## config.mk

```make
export PLATFORM = sky130hd
export DESIGN_NAME = if_bus_fetch
export DESIGN_NICKNAME = d
export VERILOG_FILES = /design/src/rtl/if_bus_fetch_pkg.sv /design/src/rtl/if_bus_fetch.sv
export SDC_FILE = /design/constraint.sdc
export NUM_CORES = 1
export LEC_CHECK = 0
export ABC_AREA = 1
export CAP_MARGIN = 5
export CORE_UTILIZATION = 37
export CTS_CLUSTER_DIAMETER = 50
export DETAILED_ROUTE_END_ITERATION = 10
export PLACE_DENSITY = 0.77
export SLEW_MARGIN = 20
export SYNTH_ARGS = -nofsm -noshare
export SYNTH_HDL_FRONTEND = slang
export SYNTH_SLANG_ARGS = --single-unit
```

## constraint.sdc

```tcl
create_clock -name clk -period 1.8 [get_ports clk]
set_input_delay 0.18 -clock clk [delete_from_list [all_inputs] [get_ports clk]]
set_output_delay 0.18 -clock clk [all_outputs]
set_load 0.01 [all_outputs]
```

## src/rtl/if_bus_fetch_pkg.sv

```systemverilog
// rtl/if_bus_fetch_pkg.sv - shared types and constants for the instruction-fetch bus master
package if_bus_fetch_pkg;

  typedef enum logic [1:0] {
    IF_IDLE  = 2'd0,
    IF_BUSY  = 2'd1,
    IF_HOLD  = 2'd2,
    IF_DRAIN = 2'd3
  } if_state_t;

  localparam logic [31:0] ZERO_WORD = 32'h0000_0000;
  localparam logic [31:0] NOP_INST  = 32'h0000_0000;

  // Exception word bit positions: ITLB miss arrives from the PC stage,
  // instruction bus error is raised here on an ack timeout.
  localparam int EXC_ITLB_BIT = 13;
  localparam int EXC_IBE_BIT  = 12;

  localparam logic [31:0] ITLB_WORD = 32'h1 << EXC_ITLB_BIT;
  localparam logic [31:0] IBE_WORD  = 32'h1 << EXC_IBE_BIT;

endpackage

```

## src/rtl/if_bus_fetch.sv

```systemverilog
// rtl/if_bus_fetch.sv - instruction-fetch Wishbone read master between the PC register and IF/ID
// Optional feature macro: IF_BUS_TIMEOUT_EN (ack timeout raising instruction bus error)
// Ports:
//   clk, rst             clock; synchronous active-low reset
//   pc_i, ce_i           fetch address and fetch enable from the PC register
//   excepttype_i         exception word from the PC register (bit13 = ITLB miss)
//   stall_i, flush_i     ctrl stall vector (bit1 = IF/ID held) and pipeline flush
//   wb_*                 Wishbone-style read master port
//   inst_o, excepttype_o instruction and exception word to IF/ID
//   stallreq_o           stall request to ctrl while a fetch is outstanding
module if_bus_fetch
  import if_bus_fetch_pkg::*;
#(
  parameter int ADDR_W      = 32,
  parameter int DATA_W      = 32,
  parameter int TIMEOUT_CYC = 255
) (
  input  logic              clk,
  input  logic              rst,
  input  logic [ADDR_W-1:0] pc_i,
  input  logic              ce_i,
  input  logic [31:0]       excepttype_i,
  input  logic [5:0]        stall_i,
  input  logic              flush_i,
  output logic [ADDR_W-1:0] wb_adr_o,
  output logic              wb_cyc_o,
  output logic              wb_stb_o,
  output logic              wb_we_o,
  output logic [3:0]        wb_sel_o,
  input  logic [DATA_W-1:0] wb_dat_i,
  input  logic              wb_ack_i,
  output logic [DATA_W-1:0] inst_o,
  output logic [31:0]       excepttype_o,
  output logic              stallreq_o
);

  if_state_t         state, state_next;
  logic [DATA_W-1:0] rd_buf;
  logic              start;
  logic              ld_buf;
  logic              tmo_hit;
  logic [DATA_W-1:0] inst_c;
  logic [31:0]       exc_c;
  logic              stall_c;

  // Only the IF/ID hold bit of the stall vector matters here.
  logic unused_stall;
  assign unused_stall = ^{stall_i[5:2], stall_i[0]};

`ifdef IF_BUS_TIMEOUT_EN
  localparam int TMO_W = $clog2(TIMEOUT_CYC + 1);
  logic [TMO_W-1:0] tmo_cnt;

  assign tmo_hit = (tmo_cnt == TMO_W'(TIMEOUT_CYC)) && !wb_ack_i;

  // Counts consecutive cycles spent in one waiting state; any state change
  // (ack, timeout, BUSY->DRAIN) restarts it.
  always_ff @(posedge clk) begin
    if (!rst) begin
      tmo_cnt <= '0;
    end else if ((state == IF_BUSY || state == IF_DRAIN) && state_next == state) begin
      tmo_cnt <= tmo_cnt + TMO_W'(1);
    end else begin
      tmo_cnt <= '0;
    end
  end
`else
  logic [31:0] unused_tmo;
  assign unused_tmo = 32'(TIMEOUT_CYC);
  assign tmo_hit    = 1'b0;
`endif

  assign start = (state == IF_IDLE) && ce_i && !flush_i && (excepttype_i == ZERO_WORD);

  always_comb begin
    state_next = state;
    stall_c    = 1'b0;
    inst_c     = DATA_W'(NOP_INST);
    exc_c      = ZERO_WORD;
    ld_buf     = 1'b0;
    case (state)
      IF_IDLE: begin
        stall_c = start;
        if (start) begin
          state_next = IF_BUSY;
        end
        // A translation exception is forwarded without touching the bus.
        if (excepttype_i != ZERO_WORD) begin
          exc_c = excepttype_i;
        end
      end
      IF_BUSY: begin
        if (wb_ack_i && !flush_i) begin
          // Data goes straight to IF/ID in the ack cycle; the copy in rd_buf
          // is only needed if IF/ID is held this cycle.
          inst_c     = wb_dat_i;
          ld_buf     = 1'b1;
          state_next = stall_i[1] ? IF_HOLD : IF_IDLE;
        end else if (flush_i) begin
          // A transfer cannot be aborted mid-flight: keep cyc until ack.
          state_next = (wb_ack_i || tmo_hit) ? IF_IDLE : IF_DRAIN;
        end else if (tmo_hit) begin
          exc_c      = IBE_WORD;
          state_next = IF_IDLE;
        end else begin
          stall_c = 1'b1;
        end
      end
      IF_HOLD: begin
        if (!flush_i) begin
          inst_c = rd_buf;
        end
        if (!stall_i[1] || flush_i) begin
          state_next = IF_IDLE;
        end
      end
      IF_DRAIN: begin
        stall_c = !tmo_hit;
        if (wb_ack_i || tmo_hit) begin
          state_next = IF_IDLE;
        end
      end
      default: begin
        state_next = IF_IDLE;
      end
    endcase
  end

  always_ff @(posedge clk) begin
    if (!rst) begin
      state    <= IF_IDLE;
      wb_cyc_o <= 1'b0;
      wb_adr_o <= '0;
      rd_buf   <= '0;
    end else begin
      state    <= state_next;
      wb_cyc_o <= (state_next == IF_BUSY) || (state_next == IF_DRAIN);
      if (start) begin
        wb_adr_o <= pc_i;
      end
      if (ld_buf) begin
        rd_buf <= wb_dat_i;
      end
    end
  end

  assign wb_stb_o = wb_cyc_o;
  assign wb_we_o  = 1'b0;
  assign wb_sel_o = wb_cyc_o ? 4'b1111 : 4'b0000;

  // IF/ID sees a quiet interface while reset is asserted.
  assign inst_o       = rst ? inst_c  : DATA_W'(NOP_INST);
  assign excepttype_o = rst ? exc_c   : ZERO_WORD;
  assign stallreq_o   = rst ? stall_c : 1'b0;

endmodule

```

Yosys cells after proc, flatten, opt, wreduce, memory -nomap -nowiden
Index checks and enable logic that the tools add are counted.

Flip-flop bits (word level): 67. Memories: 0. Memory bits (writable): 0. Bits of input ports: 107. Bits in read-only memories: 0. Word-level logic and storage cells: 42. Output and inout port bits: 104. Bits in latches: 0.

Bitwise operators: 0. Reduce and logical (&&, ||, !) cells: 11. Add/subtract/negate cells: 0. Div/mod/pow operators: 0. Order comparisons: 0. Shift operators: 0. Multiply operators: 0. Multiplexer cells: 22. Equal/unequal tests: 5.

Operator list (count): $mux W32 (6); $pmux W32 S2 (1); $logic_not A32 Y1 (1); $reduce_bool A32 Y1 (1); $mux W2 (7); $pmux W2 S4 (1); $eq A2 B2 Y1 const B (3); $mux W1 (5); $eq A2 B1 Y1 const B (2); $logic_and A1 B1 Y1 (4); $mux W4 (1); $pmux W1 S3 (1); $logic_not A1 Y1 (2); $logic_not A2 Y1 (1); $logic_or A1 B1 Y1 (2).

Depth between registers and ports, before layout
Gate-level depths: netlist of run 1.

Word-level depth: 8. Gate-level depth with buffers: 9. Mapped depth without buffers: 8.

Worst setup path before layout of run 1
Ideal clock, no wire load.

Path kind: reg2out. Start: register state[0]. End: output port stallreq_o. Path slack: 0.224 ns. Stages on the path, launching flop included: 8. Data required time: 1.620 ns. Path buffers: 1. Arrival: 1.396 ns. Cell sequence: dfxtp_1 inv_1 ha_1 nand2_1 nor2_1 nand2_4 buf_6 a21oi_1.

Word-level cells in the longest chain between the ends: 6. Elaborated cells between the ends (all ways): 8. Classes of those cells: eq/ne: 2; mux: 2; reduce/logical: 4.

Ends and longest elaborated chain: start, declared (RTL line if_bus_fetch.sv:37) `if_state_t state, state_next;`; start signal, assigned (RTL line if_bus_fetch.sv:136) `state <= state_next;`; $logic_not A2 Y1 (RTL line if_bus_fetch.sv:73, if_bus_fetch.sv:81); $logic_and A1 B1 Y1 (3 in series) (RTL line if_bus_fetch.sv:73) `assign start = (state == IF_IDLE) && ce_i && !flush_i && (excepttype_i == ZERO_WORD);`; $pmux W1 S3 (*) (RTL line if_bus_fetch.sv:81) `case (state)`; $mux W1 (*) (RTL line if_bus_fetch.sv:154) `assign stallreq_o = rst ? stall_c : 1'b0;`; end, declared (RTL line if_bus_fetch.sv:34) `output logic stallreq_o`.

Mark *: on every way between the ends. The rest lies on a longest branch, timed or not.

Final worst setup path of run 1
Start: register state[1]. End: output port inst_o[13].

Word-level cells in the longest chain between the ends: 3. Elaborated cells between the ends (all ways): 4. Classes of those cells: eq/ne: 2; mux: 2.

Ends and longest elaborated chain: $eq A2 B2 Y1 / $eq A2 B1 Y1 (equally long branches) (RTL line if_bus_fetch.sv:81); $pmux W32 S2 (*) (RTL line if_bus_fetch.sv:81); $mux W32 (*) (RTL line if_bus_fetch.sv:152) `assign inst_o = rst ? inst_c : DATA_W'(NOP_INST);`; end, declared (RTL line if_bus_fetch.sv:32) `output logic [DATA_W-1:0] inst_o,`.

Marks and branches as above.

==> reports/metrics.cfg, run 1 <==
[status]
status=finished, violations left
violations=setup timing

[worst_hold_path]
hold_depth=3
hold_start=pc_i[9]
min_path_type=in2reg
min_to=wb_adr_o[9]

[synth]
synth_edf_count=0
syn_avg_cell_area_sq_um=6.58
netlist.area_leader.share=0.405
ys_ff_latch=67
ys_seq_area_frac=0.405
synth_flop_cell=dfxtp_1
syn-cell-area_sq_um=3310
async_flop_share=0
synth_fp_nets=615
synth.most_common_cell=nand2_1
synthTopCellsByCount=119 x nand2_1, 100 x a21oi_1, 67 x dfxtp_1
synth_top_cell_by_area=dfxtp_1
synth_area_leaders=dfxtp_1 41%, a21oi_1 15%, nand2_1 14%, nand3_1 9.8%, nor2_1 6.4%
synth.distinct_cells=20
synthCells=503
synth_warnings=0

[detailed_routing]
route.vias.total=4294
route.detailed.drc=0
first_pass_iters=5
post_drt_wl_per_cell_um=15.4
wl_um=13200
drtIter0Drc=207
via_per_inst=5.03
ant_nets=0

[final_layout]
nets=853
antenna_cells=0
drive_gt1_frac=0.273
fill_cells=712
post-route-util=0.723
finalInstanceArea_sq_um=6270
area_delta_synth_final_pct=89.6

[global_routing]
grt_max_degree=66
grt_first_pass_wirelength_um=18700
gr-usage-all-layers=0.264
antenna_found_initial=0
overflow=0
first_global_vias=3729

[setup_path]
reg2reg_depth=8
rr_startpoint=state[1]
rr_endpoint=wb_adr_o[12]
worstPathRequired_ns=1.62
worstPathMaxFanout=10
arrival_ns=1.66
critPathLaunchType=flop
crit_type=reg2out
cp-end-kind=output port
rrSetupSlack_ns=0.18

[place]
hpwlAfterDp_um=8590
placed_area_sq_um=5660
port-buffer-count=204
gp_congestion=0.904

[clocking]
cts_buffers=9
cts_tree=yes
clk_pin_slew_worst_paths_ns=0.07
cts.sink_count=67
root_buffer=clkbuf_8
clk_latency_ns=0.32
cts-htree-levels=3
hold_buffers=0
cts_buffer_depth=2

[sta]
drv_slew=0
finalSetupViolations=29
fin_ws_ns=-0.0408
setup_tns_ns=-0.487
holdWs_ns=0.431
min_period_over_period=1.02
fin_crit_ns=1.84
finClkSkew_ns=0.00777
hold_viol=0
tightestPinTransition_ns=0.681
timing.fmax_mhz=543
maxSlewHeadroom=0.546
rsz0062_at_grt=yes

[floorplanning]
dieWidth_um=96.6
die_h_um=96.6
core_sq_um=8680
ioPinCount=211
row_count=34
dieArea_sq_um=9320
initial_core_util=0.381

[power]
irDropWorstVdd_uv=445
pwr_density_cell_nw_per_um2=594
p_leak_uw=0.00253

[flow_run]
maxCapViolCount=0

[registers in the layout (all words and copies together) (netlist names)]
name,cells
wb_cyc_o,1
wb_adr_o,32
state,2
rd_buf,32
[critical path, cell delays in order, from the launching register on]
cell and delay (ns):
dfxtp_2 0.36, inv_4 0.05, buf_6 0.11, ha_4 0.28, nand2_8 0.09, buf_16 0.18
a21oi_2 0.11, buf_2 0.14
[kinds of logic (layout without fill, tap and decap cells)]
kind of cell               after synthesis  in the layout  share of synthesized area
adders and majority gates                5              5                     0.0189
and+or+nand+nor                        244            244                      0.307
other                                    1              1                    0.00113
AOI/OAI and AO/OA                      104            104                      0.158
buffers and inverters                   82            325                      0.109
DFF                                     67             67                      0.405
[worst max-delay path by stage]
stage          startpoint          to  slack, ns  cells past startpoint
6_report         state[1]  inst_o[13]      -0.04                      7
5_1_grt          state[1]  inst_o[18]      -0.11                      7
4_1_cts          state[1]  inst_o[24]      -0.05                      8
3_5_place_dp     wb_ack_i  inst_o[13]      -0.37                      9
3_3_place_gp     wb_ack_i  inst_o[13]      -0.33                      9
2_1_floorplan    state[0]  stallreq_o       0.22                      7
[layout make-up]
class	count	area (sq um)	share of cell area
clock buffers	12	145	0.0231
multi-input cells	354	1860	0.296
repair buffers	268	2550	0.407
inverters	41	161	0.0257
flip-flops and latches	67	1350	0.215
clock inverters	4	73.8	0.0118
well taps	108	135	0.0215
[layer usage]
| layer | global-route usage | share of wire | vias to the layer above |
|---|---|---|---|
| li1 | - | - | 2095 |
| met1 | 0.338 | 0.42 | 2004 |
| met2 | 0.448 | 0.49 | 174 |
| met3 | 0.0493 | 0.064 | 21 |
| met4 | 0.0858 | 0.020 | 0 |
| met5 | 0 | 0 | - |
[layout by cell type, fill, tap and decap left out, types with 5 or more instances in the layout]
cell type	Yosys	routed
clkdlybuf4s50_1	0	138
nand2_1	119	99
a21oi_1	100	69
nand3_1	65	65
dfxtp_1	67	65
nor2_1	56	53
buf_4	9	41
inv_1	41	36
buf_2	9	35
a21oi_2	0	30
clkbuf_2	0	22
nand2_2	0	17
clkbuf_8	0	10
buf_12	0	7
buf_6	1	6
dlygate4sd2_1	0	6
buf_16	0	5
clkbuf_16	0	5
[metrics by stage]
step	instances	total power [uW]	setup WS (ns)
floorplan	503	1810	0.224
CTS	846	3720	-0.0538
detailed placement	819	2280	-0.372
finish	854	3730	-0.0408
global route	854	3890	-0.110
global placement	819	2260	-0.325
[power breakdown]
group / switching, uW / internal, uW / total, uW / leakage [uW]
registers: 18.6 / 1500 / 1520 / 0.000541
clock network: 538 / 820 / 1360 / 0.000111
logic: 381 / 465 / 846 / 0.00188
[what timing repair did]
item | in CTS | in global routing
pin swaps | 3 | 8
setup endpoints to repair | 65 | 63
resized for setup | 253 | 62
cloned | 7 | 6
buffers inserted | 4 | 3
(Power assumes the default switching activity.)
==> run 2: changes to the inputs <==
- CORE_MARGIN: not set -> 10
- clock period: 1.8 -> 1.7 ns (I/O delays scaled with it)
==> run 2 against run 1 <==
Effect of this change: the run still ends with setup timing left; global-route usage shrank 5.6 points; non-clock buffer count up 8; clock power hardly changed; first-iteration DRC count up 49%; sequential power grew 6%; power is 4.1% higher; routed wire length grew 16%; register-to-register slack worse by 0.07 ns; setup slack got worse by 0.11 ns.
==> reports/metrics.cfg, run 2 (synthesized netlist as in run 1, its figures left out) <==
[final_layout]
largestRegisters=rd_buf: 32 flops, wb_adr_o: 32 flops, state: 2 flops
fill_cells=689
post-route-util=0.727
area_delta_synth_final_pct=91.7
drive_gt1_frac=0.317
nets=861
layout_commonest_cell=clkdlybuf4s50_1
antenna_cells=0
fin_cells=862
layout_common_cells=132 x clkdlybuf4s50_1, 83 x nand2_1, 67 x a21oi_1

[global_routing]
antenna_found_initial=0
grt_max_degree=66
grt_util_met2=0.375
first_global_vias=4131
overflow=0
gr-usage-all-layers=0.208
use_met3=0.0540
grt_busiest_layer=met2
grtUsageMet1=0.240
grt_first_pass_wirelength_um=22300

[sta]
hold_viol=0
drv_slew=0
fin_ws_ns=-0.152
maxSlewHeadroom=0.541
tightestPinTransition_ns=0.689
rsz0062_at_grt=yes
timing.fmax_mhz=540
fin_crit_ns=1.85
finalSetupViolations=32
finClkSkew_ns=0.00740
min_period_over_period=1.09

[place]
gp_congestion=0.858
post-place-ws_ns=-0.448
hpwlAfterDp_um=10200
port-buffer-count=204
dp_cells=820

[floorplanning]
initial_core_util=0.379
ioPinCount=211
core_sq_um=8720
dieArea_sq_um=13100
die_h_um=115
dieWidth_um=115
row_count=34

[power]
power_uw=3880
pwr_density_cell_nw_per_um2=612
p_leak_uw=0.00274
irDropWorstVdd_uv=427

[clocking]
hold_buffers=0
clk_latency_ns=0.33
cts.sink_count=67
clk_pin_slew_worst_paths_ns=0.08
cts_buffer_depth=2
cts_buffers=9
cts_tree=yes
root_buffer=clkbuf_8
cts-htree-levels=3

[setup_path]
worstPathRequired_ns=1.53
crit_buf_inv=5
arrival_ns=1.68
rr_endpoint=wb_cyc_o
path_cells=inv_4 > ha_4 > nand2_4 > inv_4 > buf_6 > clkbuf_16 > nand2_4 > a21oi_2 > buf_2
critPathLaunchType=flop
cp_slowest_cell=dfxtp_2
rrSetupSlack_ns=0.11
cp-end-kind=output port
path_delay_family=buffers and inverters
worstPathMaxFanout=8
reg2reg_depth=10
rr_startpoint=state[1]
worst_path_largest_cell_delay_ns=0.34
crit_type=reg2out

[detailed_routing]
ant_nets=0
route.vias.total=4297
route.detailed.drc=0
drtIter0Drc=309
post_drt_wl_per_cell_um=17.7
first_pass_iters=6
via_per_inst=4.98
wl_um=15200

[worst_hold_path]
hold_start=pc_i[2]
hold_depth=3
min_to=wb_adr_o[2]
min_path_type=in2reg

[status]
status=finished, violations left
violations=setup timing

[flow_run]
maxCapViolCount=0

run 2: changes by cell type in the layout (fill, tap and decap cells not counted), moves of 3 or more:
cell             change
buf_2               +30
clkbuf_2            -22
nand2_4             +22
buf_4               +16
nand2_1             -16
clkdlybuf4s50_1      -6
dlygate4sd2_1        -6
dlymetal6s2s_1       +6
nand2_2              -5
clkbuf_16            -4
a21oi_2              +3
buf_6                -3
clkinvlp_4           +3
run 2: worst max-delay path by stage:
stage | start | end | cells past startpoint
final | state[1] | inst_o[10] | 9
after global routing | state[1] | inst_o[10] | 9
after CTS | state[1] | inst_o[27] | 9
after detailed placement | wb_ack_i | inst_o[12] | 9
after global placement | wb_ack_i | inst_o[15] | 9
after floorplan | state[0] | stallreq_o | 7
run 2: worst reg2reg max path, stage by stage (launching register included):
cell and delay, ns:
dfxtp_2 0.36, buf_6 0.11, ha_4 0.18, buf_16 0.16, buf_4 0.13, nand2_1 0.04
nand2_1 0.08, nand2_1 0.08, nand3_1 0.10, nand2_1 0.10, a21oi_1 0.17
run 2: cell type report:
cell class / count / area (sq um) / share of cell area
clock buffers: 11 / 151 / 0.0239
clock inverters: 5 / 61.3 / 0.00967
inverters: 41 / 161 / 0.0255
multi-input cells: 354 / 2010 / 0.316
flip-flops and latches: 67 / 1350 / 0.212
well taps: 108 / 135 / 0.0213
repair buffers: 276 / 2480 / 0.391
run 2: report_power, final:
part	internal [uW]	leakage (uW)	total, uW	switching [uW]
registers	1590	0.000541	1610	18.8
clock network	760	0.0000978	1390	627
logic	462	0.00210	882	420
total	2810	0.00274	3880	1070
run 2: stage by stage:
stage                     setup TNS (ns)  instance area (sq um)  hold WS, ns
final                              -3.13                   6340        0.411
after global routing               -5.51                   6340        0.409
after floorplan                        0                   3310        0.316
after CTS                          -2.57                   6230        0.402
after global placement            -20.14                   5690        0.448
after detailed placement          -21.49                   5690        0.452
run 2: layer usage:
layer	vias up	share of wire	wire length, um
li1	2108	-	-
met1	2008	0.40	6120
met2	164	0.52	8000
met3	17	0.061	929
met4	0	0.012	189
met5	-	0	0
run 2: what timing repair did:
action | 4_1_cts | 5_1_grt
pin swaps | 9 | 29
setup endpoints to repair | 65 | 60
cloned | 5 | 1
setup buffers | 11 | 9
resized for setup | 309 | 80
==> run 3: changes to the inputs <==
- SETUP_SLACK_MARGIN: not set -> 0.02
==> run 3 against run 2 <==
Effect of this change: the run still ends with setup timing left; largest power group unchanged; flip-flop and latch count unchanged; clock-buffer cell count unchanged; critical endpoint unchanged; final cell count unchanged; cell area up 0.30%; routed wire length down 0.12%.
==> reports/metrics.cfg, run 3 (synthesized netlist as in run 1, its figures left out) <==
[global_routing]
overflow=0
grt_max_degree=66
grt_first_pass_wirelength_um=22400
gr-usage-all-layers=0.208
first_global_vias=4128
antenna_found_initial=0

[detailed_routing]
via_per_inst=4.98
wl_um=15200
route.detailed.drc=0
post_drt_wl_per_cell_um=17.7
ant_nets=0
first_pass_iters=6
drtIter0Drc=271
route.vias.total=4292

[floorplanning]
core_sq_um=8720
die_h_um=115
row_count=34
ioPinCount=211
dieArea_sq_um=13100
dieWidth_um=115
initial_core_util=0.379

[sta]
fin_crit_ns=1.85
finalSetupViolations=32
maxSlewHeadroom=0.543
hold_viol=0
min_period_over_period=1.09
drv_slew=0
fin_ws_ns=-0.154
finClkSkew_ns=0.00920
tightestPinTransition_ns=0.685
holdWs_ns=0.412
rsz0062_at_grt=yes
timing.fmax_mhz=539

[worst_hold_path]
min_path_type=in2reg

[place]
hpwlAfterDp_um=10200
port-buffer-count=204
gp_congestion=0.858
post-place-ws_ns=-0.448

[setup_path]
critPathLaunchType=flop
rr_startpoint=state[1]
worstPathRequired_ns=1.53
worstPathMaxFanout=8
crit_type=reg2out
arrival_ns=1.68
rrSetupSlack_ns=0.09
rr_endpoint=wb_cyc_o
cp-end-kind=output port
critPathLaunch=state[1]
crit_end=inst_o[10]
reg2reg_depth=10

[status]
violations=setup timing
status=finished, violations left

[final_layout]
drive_gt1_frac=0.317
largestRegisters=rd_buf: 32 flops, wb_adr_o: 32 flops, state: 2 flops
layout_commonest_cell=clkdlybuf4s50_1
layout_common_cells=128 x clkdlybuf4s50_1, 83 x nand2_1, 67 x a21oi_1
nets=861
fill_cells=682
antenna_cells=0
area_delta_synth_final_pct=92.2

[clocking]
root_buffer=clkbuf_8
cts_buffer_depth=2
clk_latency_ns=0.33
cts-htree-levels=3
cts.sink_count=67
clk_pin_slew_worst_paths_ns=0.08
hold_buffers=0
cts_buffers=9
cts_tree=yes

[power]
irDropWorstVdd_uv=428
p_leak_uw=0.00278
pwr_density_cell_nw_per_um2=611

[flow_run]
maxCapViolCount=0

## run 3: changes by cell type in the layout (fill, tap and decap cells not counted)
cell             before  now
clkdlybuf4s50_1     132  128
dlymetal6s2s_1        7   11
a31oi_2               1    0
a31oi_4               0    1
## run 3: worst max-delay path, stage by stage, from the launching register on
cell,delay (ns)
dfxtp_2,0.34
inv_4,0.08
ha_4,0.15
nand2_4,0.06
inv_4,0.07
buf_6,0.12
clkbuf_16,0.17
nand2_4,0.06
a21oi_2,0.14
buf_2,0.16
## run 3: metrics by stage
stage          power (uW)  area (sq um)  setup TNS [ns]  cells  utilization
6_report             3880          6360           -3.12    862        0.729
5_1_grt              4030          6360           -5.49    862        0.729
4_1_cts              3860          6130           -2.57    852        0.703
3_5_place_dp         2420          5690          -21.49    820        0.652
3_3_place_gp         2410          5690          -20.14    820        0.652
2_1_floorplan        1920          3310               0    503            -
## run 3: worst min-delay path by stage
stage,endpoint,depth (start not counted),from,slack [ns]
detailed placement,wb_adr_o[30],2,wb_adr_o[30],0.45
global placement,wb_adr_o[27],2,wb_adr_o[27],0.45
finish,wb_adr_o[5],3,pc_i[5],0.41
floorplan,state[0],2,rst,0.32
global route,wb_adr_o[3],3,pc_i[3],0.41
CTS,wb_adr_o[2],3,pc_i[2],0.40
## run 3: report_power, final
| part | switching, uW | leakage, uW | internal, uW | total (uW) |
|---|---|---|---|---|
| logic | 421 | 0.00214 | 461 | 882 |
| registers | 18.9 | 0.000541 | 1590 | 1610 |
| clock network | 632 | 0.0000978 | 760 | 1390 |
| total | 1070 | 0.00278 | 2810 | 3880 |
## run 3: what timing repair did
item | in CTS | in global routing
endpoints found under the setup margin | 65 | 46
pin swaps | 9 | 30
setup buffers | 11 | 9
cloned | 5 | 1
gates resized for setup | 325 | 69
## run 3: area by class of cell
type,instances,area [sq um],area share
clock buffer,11,151,0.0238
multi-input combinational,354,2020,0.317
tap,108,135,0.0212
sequential,67,1350,0.212
timing repair buffer,276,2490,0.391
clock inverter,5,61.3,0.00964
inverter,41,161,0.0254
## run 3: routing by layer
metal / vias to the layer above / part of all wire / global-route usage
li1: 2108 / - / -
met1: 2003 / 0.40 / 0.241
met2: 168 / 0.53 / 0.375
met3: 13 / 0.064 / 0.0540
met4: 0 / 0.011 / 0.0418
met5: - / 0 / 0
